===== config.mk =====
export PLATFORM = sky130hd
export DESIGN_NAME = riscv_branch_predictor
export DESIGN_NICKNAME = d
export VERILOG_FILES = /design/src/rtl/riscv_branch_predictor.sv
export SDC_FILE = /design/constraint.sdc
export NUM_CORES = 2
export LEC_CHECK = 0
export BUFFER_PORTS_ARGS = -buffer_cell sky130_fd_sc_hd__buf_2
export CAP_MARGIN = 20
export CORE_MARGIN = 4
export CORE_UTILIZATION = 66
export CTS_CLUSTER_DIAMETER = 50
export CTS_CLUSTER_SIZE = 30
export DETAILED_ROUTE_END_ITERATION = 8
export PLACE_DENSITY = 0.94
export SLEW_MARGIN = 10
export SYNTH_ARGS = -nofsm -noshare
export SYNTH_HDL_FRONTEND = slang
export SYNTH_SLANG_ARGS = --single-unit

===== constraint.sdc =====
create_clock -name clk -period 10 [get_ports clk]
set_input_delay 2 -clock clk [delete_from_list [all_inputs] [get_ports clk]]
set_output_delay 2 -clock clk [all_outputs]
set_load 0.02 [all_outputs]

===== src/rtl/riscv_branch_predictor.sv =====
// Branch resolution and prediction unit: resolves the six conditional branch
// types, keeps a direct-mapped target table with saturating counters for the
// fetch stage, registers the resolution result for PC select, and counts
// resolved branches and mispredicts.
module riscv_branch_predictor #(
    parameter int XLEN    = 32,
    parameter int ENTRIES = 16,
    parameter int CNT_W   = 2,
    parameter int STAT_W  = 32
) (
    input  logic              clk,
    input  logic              rst,
    input  logic [XLEN-1:0]   lk_pc,
    output logic              lk_hit,
    output logic              lk_taken,
    output logic [XLEN-1:0]   lk_target,
    input  logic              upd_valid,
    input  logic [XLEN-1:0]   upd_pc,
    input  logic [2:0]        upd_funct3,
    input  logic [XLEN-1:0]   upd_rs1,
    input  logic [XLEN-1:0]   upd_rs2,
    input  logic [XLEN-1:0]   upd_target,
    input  logic              upd_pred_taken,
    input  logic [XLEN-1:0]   upd_pred_target,
    output logic              res_valid,
    output logic              res_taken,
    output logic              res_mispredict,
    output logic [XLEN-1:0]   res_redirect_pc,
    output logic              res_illegal,
    output logic [STAT_W-1:0] stat_branches,
    output logic [STAT_W-1:0] stat_mispredicts
);

    localparam int IDX_W = $clog2(ENTRIES);
    localparam int TAG_W = XLEN - IDX_W - 2;
    localparam logic [CNT_W-1:0] CNT_MAX  = '1;
    localparam logic [CNT_W-1:0] CNT_INIT = CNT_W'(1) << (CNT_W - 1);

    logic             valid_reg  [ENTRIES];
    logic [TAG_W-1:0] tag_reg    [ENTRIES];
    logic [XLEN-1:0]  target_reg [ENTRIES];
    logic [CNT_W-1:0] cnt_reg    [ENTRIES];

    logic [IDX_W-1:0] lk_idx;
    logic [TAG_W-1:0] lk_tag;
    logic [IDX_W-1:0] upd_idx;
    logic [TAG_W-1:0] upd_tag;
    logic             upd_hit;
    logic             upd_illegal;
    logic             actual_taken;
    logic             mispredict;
    logic             table_we;
    logic [XLEN-1:0]  redirect_pc;
    logic [CNT_W-1:0] cnt_cur;
    logic [CNT_W-1:0] cnt_next;

    // Instructions are word aligned, so the two low PC bits carry no information.
    logic unused_lk_bits;
    assign unused_lk_bits = ^lk_pc[1:0];

    assign lk_idx  = lk_pc[IDX_W+1:2];
    assign lk_tag  = lk_pc[XLEN-1:IDX_W+2];
    assign upd_idx = upd_pc[IDX_W+1:2];
    assign upd_tag = upd_pc[XLEN-1:IDX_W+2];

    // Fetch-side lookup: reads current (pre-update) table contents.
    always_comb begin
        lk_hit    = valid_reg[lk_idx] && (tag_reg[lk_idx] == lk_tag);
        lk_taken  = lk_hit && cnt_reg[lk_idx][CNT_W-1];
        lk_target = lk_hit ? target_reg[lk_idx] : '0;
    end

    // Branch condition evaluation; funct3 010/011 are not branches.
    always_comb begin
        actual_taken = 1'b0;
        upd_illegal  = 1'b0;
        case (upd_funct3)
            3'b000:  actual_taken = (upd_rs1 == upd_rs2);
            3'b001:  actual_taken = (upd_rs1 != upd_rs2);
            3'b100:  actual_taken = ($signed(upd_rs1) <  $signed(upd_rs2));
            3'b101:  actual_taken = ($signed(upd_rs1) >= $signed(upd_rs2));
            3'b110:  actual_taken = (upd_rs1 <  upd_rs2);
            3'b111:  actual_taken = (upd_rs1 >= upd_rs2);
            default: upd_illegal  = 1'b1;
        endcase
    end

    // Mispredict detection, redirect target and next counter value.
    always_comb begin
        mispredict = !upd_illegal &&
                     ((actual_taken != upd_pred_taken) ||
                      (actual_taken && upd_pred_taken && (upd_pred_target != upd_target)));
        redirect_pc = actual_taken ? upd_target : upd_pc + XLEN'(4);
        upd_hit     = valid_reg[upd_idx] && (tag_reg[upd_idx] == upd_tag);
        table_we    = upd_valid && !upd_illegal;
        cnt_cur     = cnt_reg[upd_idx];
        cnt_next    = cnt_cur;
        if (actual_taken) begin
            if (cnt_cur != CNT_MAX) cnt_next = cnt_cur + CNT_W'(1);
        end else begin
            if (cnt_cur != '0) cnt_next = cnt_cur - CNT_W'(1);
        end
    end

    // Table update: train on a hit, allocate on a taken miss.
    always_ff @(posedge clk or negedge rst) begin
        if (!rst) begin
            for (int i = 0; i < ENTRIES; i++) begin
                valid_reg[i]  <= 1'b0;
                tag_reg[i]    <= '0;
                target_reg[i] <= '0;
                cnt_reg[i]    <= '0;
            end
        end else if (table_we) begin
            if (upd_hit) begin
                cnt_reg[upd_idx] <= cnt_next;
                if (actual_taken) target_reg[upd_idx] <= upd_target;
            end else if (actual_taken) begin
                valid_reg[upd_idx]  <= 1'b1;
                tag_reg[upd_idx]    <= upd_tag;
                target_reg[upd_idx] <= upd_target;
                cnt_reg[upd_idx]    <= CNT_INIT;
            end
        end
    end

    // Registered resolution result; fields hold when no branch resolves.
    always_ff @(posedge clk or negedge rst) begin
        if (!rst) begin
            res_valid       <= 1'b0;
            res_taken       <= 1'b0;
            res_mispredict  <= 1'b0;
            res_redirect_pc <= '0;
            res_illegal     <= 1'b0;
        end else begin
            res_valid <= upd_valid;
            if (upd_valid) begin
                res_taken       <= actual_taken;
                res_mispredict  <= mispredict;
                res_redirect_pc <= redirect_pc;
                res_illegal     <= upd_illegal;
            end
        end
    end

    // Saturating statistics counters over legal resolves.
    always_ff @(posedge clk or negedge rst) begin
        if (!rst) begin
            stat_branches    <= '0;
            stat_mispredicts <= '0;
        end else if (table_we) begin
            if (stat_branches != '1) stat_branches <= stat_branches + STAT_W'(1);
            if (mispredict && (stat_mispredicts != '1))
                stat_mispredicts <= stat_mispredicts + STAT_W'(1);
        end
    end

endmodule

==> Word-level counts from Yosys, hierarchy flattened <==
Index checks and enable logic that the tools add are counted.
{ "totals": {"reg_bits": 1076, "output_inout_bits": 134} }
{ "classes": {"order_cmp": 7, "reduce_logical": 19, "bitwise_logic": 7, "muxes": 41, "eq_ne": 14, "add_sub_neg": 5} }
{ "ops": {"columns": ["operator", "n"], "rows": [
  ["$bwmux W512", 1],
  ["$bwmux W416", 1],
  ["$mux W32", 7],
  ["$bmux W26 S4", 2],
  ["$mux W26", 5],
  ["$bmux W32 S4", 1],
  ["$demux W32 S4", 1],
  ["$demux W26 S4", 1],
  ["$add A32 B1 Y32 const B", 2],
  ["$ge A32 B32 Y1", 2],
  ["$lt A32 B32 Y1", 2],
  ["$ne A32 B32 Y1", 2],
  ["$ne A32 B32 Y1 const B", 2],
  ["$eq A26 B26 Y1", 2],
  ["$add A32 B3 Y32 const B", 1],
  ["$bwmux W32", 1],
  ["$eq A32 B32 Y1", 1],
  ["$or A16 B16 Y16", 2],
  ["$and A16 B16 Y16", 1],
  ["$bmux W2 S4", 2],
  ["$mux W2", 8],
  ["$not A16 Y16", 1],
  ["$eq A3 B3 Y1 const B", 4],
  ["$ge A5 B5 Y1 const B", 2],
  ["other kinds (20)", 39]
]} }

==> Longest topological paths before layout <==
{ "logic_depth": {"depth_word": 9, "depth_mapped": 20, "ltp_nobuf": 16} }

==> Worst setup path before layout <==
OpenSTA, ideal clock, no wires.
{ "synth_timing": {"path_type": "input to output", "startpoint": "in lk_pc[2]", "endpoint": "out lk_target[10]", "setup_slack_ns": 2.819, "t_arrival_ns": 5.181, "t_required_ns": 8.000, "n_path_buf": 4, "path_stages": 10, "path_cell_list": "clkbuf_1 -> buf_2 -> buf_1 -> mux4_2 -> mux4_2 -> xor2_1 -> nor4_1 -> nand4_1 -> clkbuf_1 -> nor2b_1"} }
{ "synth_via": {"elab_chain_cells": 7} }
{ "synth_lines": {"columns": ["item", "line_no", "source"], "rows": [
  ["start: declaration", "13", "input logic [XLEN-1:0] lk_pc,"],
  ["$not A4 Y5 (implied by the code) *", "68, 70", null],
  ["$bmux W26 S4", "68", "lk_hit = valid_reg[lk_idx] && (tag_reg[lk_idx] == lk_tag);"],
  ["$mux W26 (implied by the code) (2 in a row)", "68", null],
  ["$eq A26 B26 Y1", "68", null],
  ["$logic_and A1 B1 Y1", "68", null],
  ["$mux W32 *", "70", "lk_target = lk_hit ? target_reg[lk_idx] : '0;"],
  ["end: declaration", "16", "output logic [XLEN-1:0] lk_target,"]
]} }
Mark *: on every way between the ends. The rest lies on a longest branch, timed or not. The select of a mux whose other input is x is not followed.

==> Worst setup path after layout <==
{ "layout_timing": {"startpoint": "in lk_pc[2]", "endpoint": "out lk_taken"} }
{ "layout_via": {"elab_chain_cells": 7} }
{ "layout_lines": {"columns": ["item", "line_no", "source"], "rows": [
  ["$not A4 Y5 (implied by the code) *", "68, 69", null],
  ["$bmux W26 S4", "68", null],
  ["$mux W26 (implied by the code) (2 in a row)", "68", null],
  ["$eq A26 B26 Y1", "68", null],
  ["$logic_and A1 B1 Y1", "68", null],
  ["$logic_and A1 B1 Y1 *", "69", "lk_taken = lk_hit && cnt_reg[lk_idx][CNT_W-1];"],
  ["end: declaration", "15", "output logic lk_taken,"]
]} }
Marked as above.

==> reports/qor.txt <==
PwrDens: 212 mW/mm^2
VDD IR max: 179 uV
final hold violations: 0
Max H-tree Level: 3
non-filler instance count after layout: 5,106
depth of the worst hold-timing path: 1
Die Y: 295 um
Area contributors post-synth: dfrtp_1, mux2_2, mux4_2, mux2i_1, xnor2_1
post-route clock period utilization: 81.4%
HP Class: flip-flop to flip-flop
CTS Sinks: 1,076
total grt overflow: 0
crit path capture type: primary output
total number of vias: 37,500
drt total wl: 165 mm
# DRC: 0
row cnt: 105
Yosys reg bits: 1,076
CTS clk-pin slew, worst paths: 0.08 ns
dpl hpwl: 95.7 mm
Worst Skew: 0.0639 ns
Initial Utilization: 66.5%
critical path data arrival time: 6.14 ns
core box area: 0.0820 sq mm
Hold Path End: res_taken$_DFFE_PN0P_
Syn Area/Cell: 14.5 sq um
post-synth top area cell: dfrtp_1
Via density: 7.35
first-pass GRT wire length: 246 mm
Post-synth EDFFs: 0
R2R Setup Slk: 5.78 ns
Synth Instances: 3,758
FMAX: 123 MHz
Mapped Area: 0.0545 sq mm
Hold Startpoint: res_taken$_DFFE_PN0P_
RePlAce Congestion: 0.943
Async S/R FF share, synth: 100%
Sum Neg Setup Slack: 0 ns
CTS tree: done
top post-synthesis cells by count: dfrtp_1, mux2_2, mux4_2
synth warn: 0
Worst Setup Start Kind: input port
First DRT Iteration DRCs: 4,467
Setup CP Type: input port to primary output
net count after synthesis: 3,996
status: finished, final reports clean
leakage power: 28.0 nW
Max Fanout on Critical Path: 76
Worst Hold Slack: 0.481 ns
TritonCTS buffer count: 106
IO buf count: 330
clk buf depth: 3
r2r startpoint: tag_reg[182]$_DFFE_PN0P_
Worst Path Required: 8.00 ns
post-cts sizing count: 0
RSZ-0062 raised after global routing: no
reg2reg path depth: 10
sequential cell area: 0.0269 sq mm
Worst-Margin Slew: 1.14 ns
final net count: 4,171
Area Overhead vs Synth: 11.6%
post-synth top area share: 49.4%
Filler cells: 4,531
drt first pass iters: 7
Distinct cells, synth: 68
Multi-input gate area: 0.0261 sq mm
Max-Cap Viols: 0
most frequent cell after synthesis: dfrtp_1
vias in the first global route: 39,300
fraction of layout cells with a size suffix above 1: 48.6%
largest net degree at the start of global routing: 193
post-route ant nets: 0
postcts setup bufs: 0
Root Driver: clkbuf_16
worst skew pair latency: 0.72 ns
quantity of hold-fixing buffers added after cts: 0
post-route cell area: 0.0609 sq mm
average wire per standard cell: 32.4 um
sequential fraction of the synthesis area: 49.4%
gr usage total: 38.0%
Rel. slew slack: 23.6%
crit path time final: 8.14 ns
die area: 0.0873 sq mm
Die X: 295 um
Final Setup Violations: 0
Placed Cells: 4,894
worst r2r dst: tag_reg[297]$_DFFE_PN0P_
Final Max Slew Viols: 0
antenna violations before repair: 17
Post-synth top flop: dfrtp_1
DP Area: 0.0569 sq mm
max reg flops: 512
Ports: 333
==> cells by family (layout without fill, tap and decap cells) <==
group,count (synthesis),count (layout),synth area share [%]
compound gates,203,203,2.79
xor+xnor,177,177,2.84
fa+ha+maj,41,41,0.932
buf+inv,396,664,3.01
flops,1076,1076,49.4
mux,1422,1422,36.8
other cells,0,10,0
simple gates,443,443,4.20
==> stage by stage <==
step | power [mW] | utilization (%) | worst slack, ns
finish | 12.9 | 74.2 | 1.86
detailed placement | 8.40 | 69.4 | 1.96
global route | 13.3 | 74.2 | 1.76
CTS | 12.8 | 74.2 | 1.95
global placement | 8.16 | 69.4 | 2.04
floorplan | 7.53 | - | 2.82
==> worst max path at each step <==
stage	from	to	cells after the start
after floorplan	lk_pc[2]	lk_target[10]	10
final	lk_pc[2]	lk_taken	12
after global placement	lk_pc[2]	lk_taken	12
after CTS	lk_pc[2]	lk_taken	12
after global routing	lk_pc[2]	lk_taken	12
after detailed placement	lk_pc[2]	lk_taken	12
==> worst max-delay path, stage by stage <==
cell      delay, ns
buf_8          0.63
buf_12         0.32
mux4_2         0.52
nor2b_1        0.15
a211oi_1       0.29
a21oi_1        0.11
xor2_1         0.20
nor4_1         0.62
nand4_1        0.18
buf_4          0.34
nor2b_1        0.40
buf_2          0.24
==> cells in the final DEF, fill, tap and decap left out, drive strengths merged, types with 4 or more instances in the layout <==
cell      synthesis  layout
dfrtp          1076    1076
mux2            931     931
buf             140     400
mux4            375     375
clkbuf          193     117
mux2i           116     116
xnor2           113     113
nand2           102     102
inv              62     102
nor2             90      90
xor2             64      64
nand3            50      50
nor2b            48      48
nand4            40      40
ha               39      39
o21ai            38      38
clkinv            1      33
and3             27      27
a221o            26      26
a22oi            24      24
nor3             21      21
a21oi            18      18
or2              18      18
a22o             17      17
nor4             17      17
o2bb2ai          15      15
a2bb2oi          13      13
diode             0      10
a211oi            9       9
and4              8       8
a21o              8       8
and2              8       8
a221oi            7       7
bufinv            0       7
clkinvlp          0       5
a31oi             4       4
o22ai             4       4
==> where the power goes <==
part	total (mW)	internal, mW	switching [mW]
logic	2.58	1.45	1.12
clock network	4.41	2.35	2.07
registers	5.92	5.23	0.692
total	12.9	9.03	3.88
==> per-layer routing <==
metal  GRT usage [%]  wire, um
met5               0       126
met4            23.3     12100
met3            13.4     21000
met2            58.3     76500
met1            46.9     55500
==> area by class of cell <==
type / instances / area share, %
flip-flops and latches: 1076 / 44.2
multi-input cells: 2286 / 42.9
clock buffers: 117 / 4.61
repair buffers: 400 / 3.82
well taps: 1070 / 2.20
clock inverters: 84 / 1.84
inverters: 63 / 0.389
diodes: 10 / 0.0411
No activity file was read; power rests on OpenSTA's default activity.
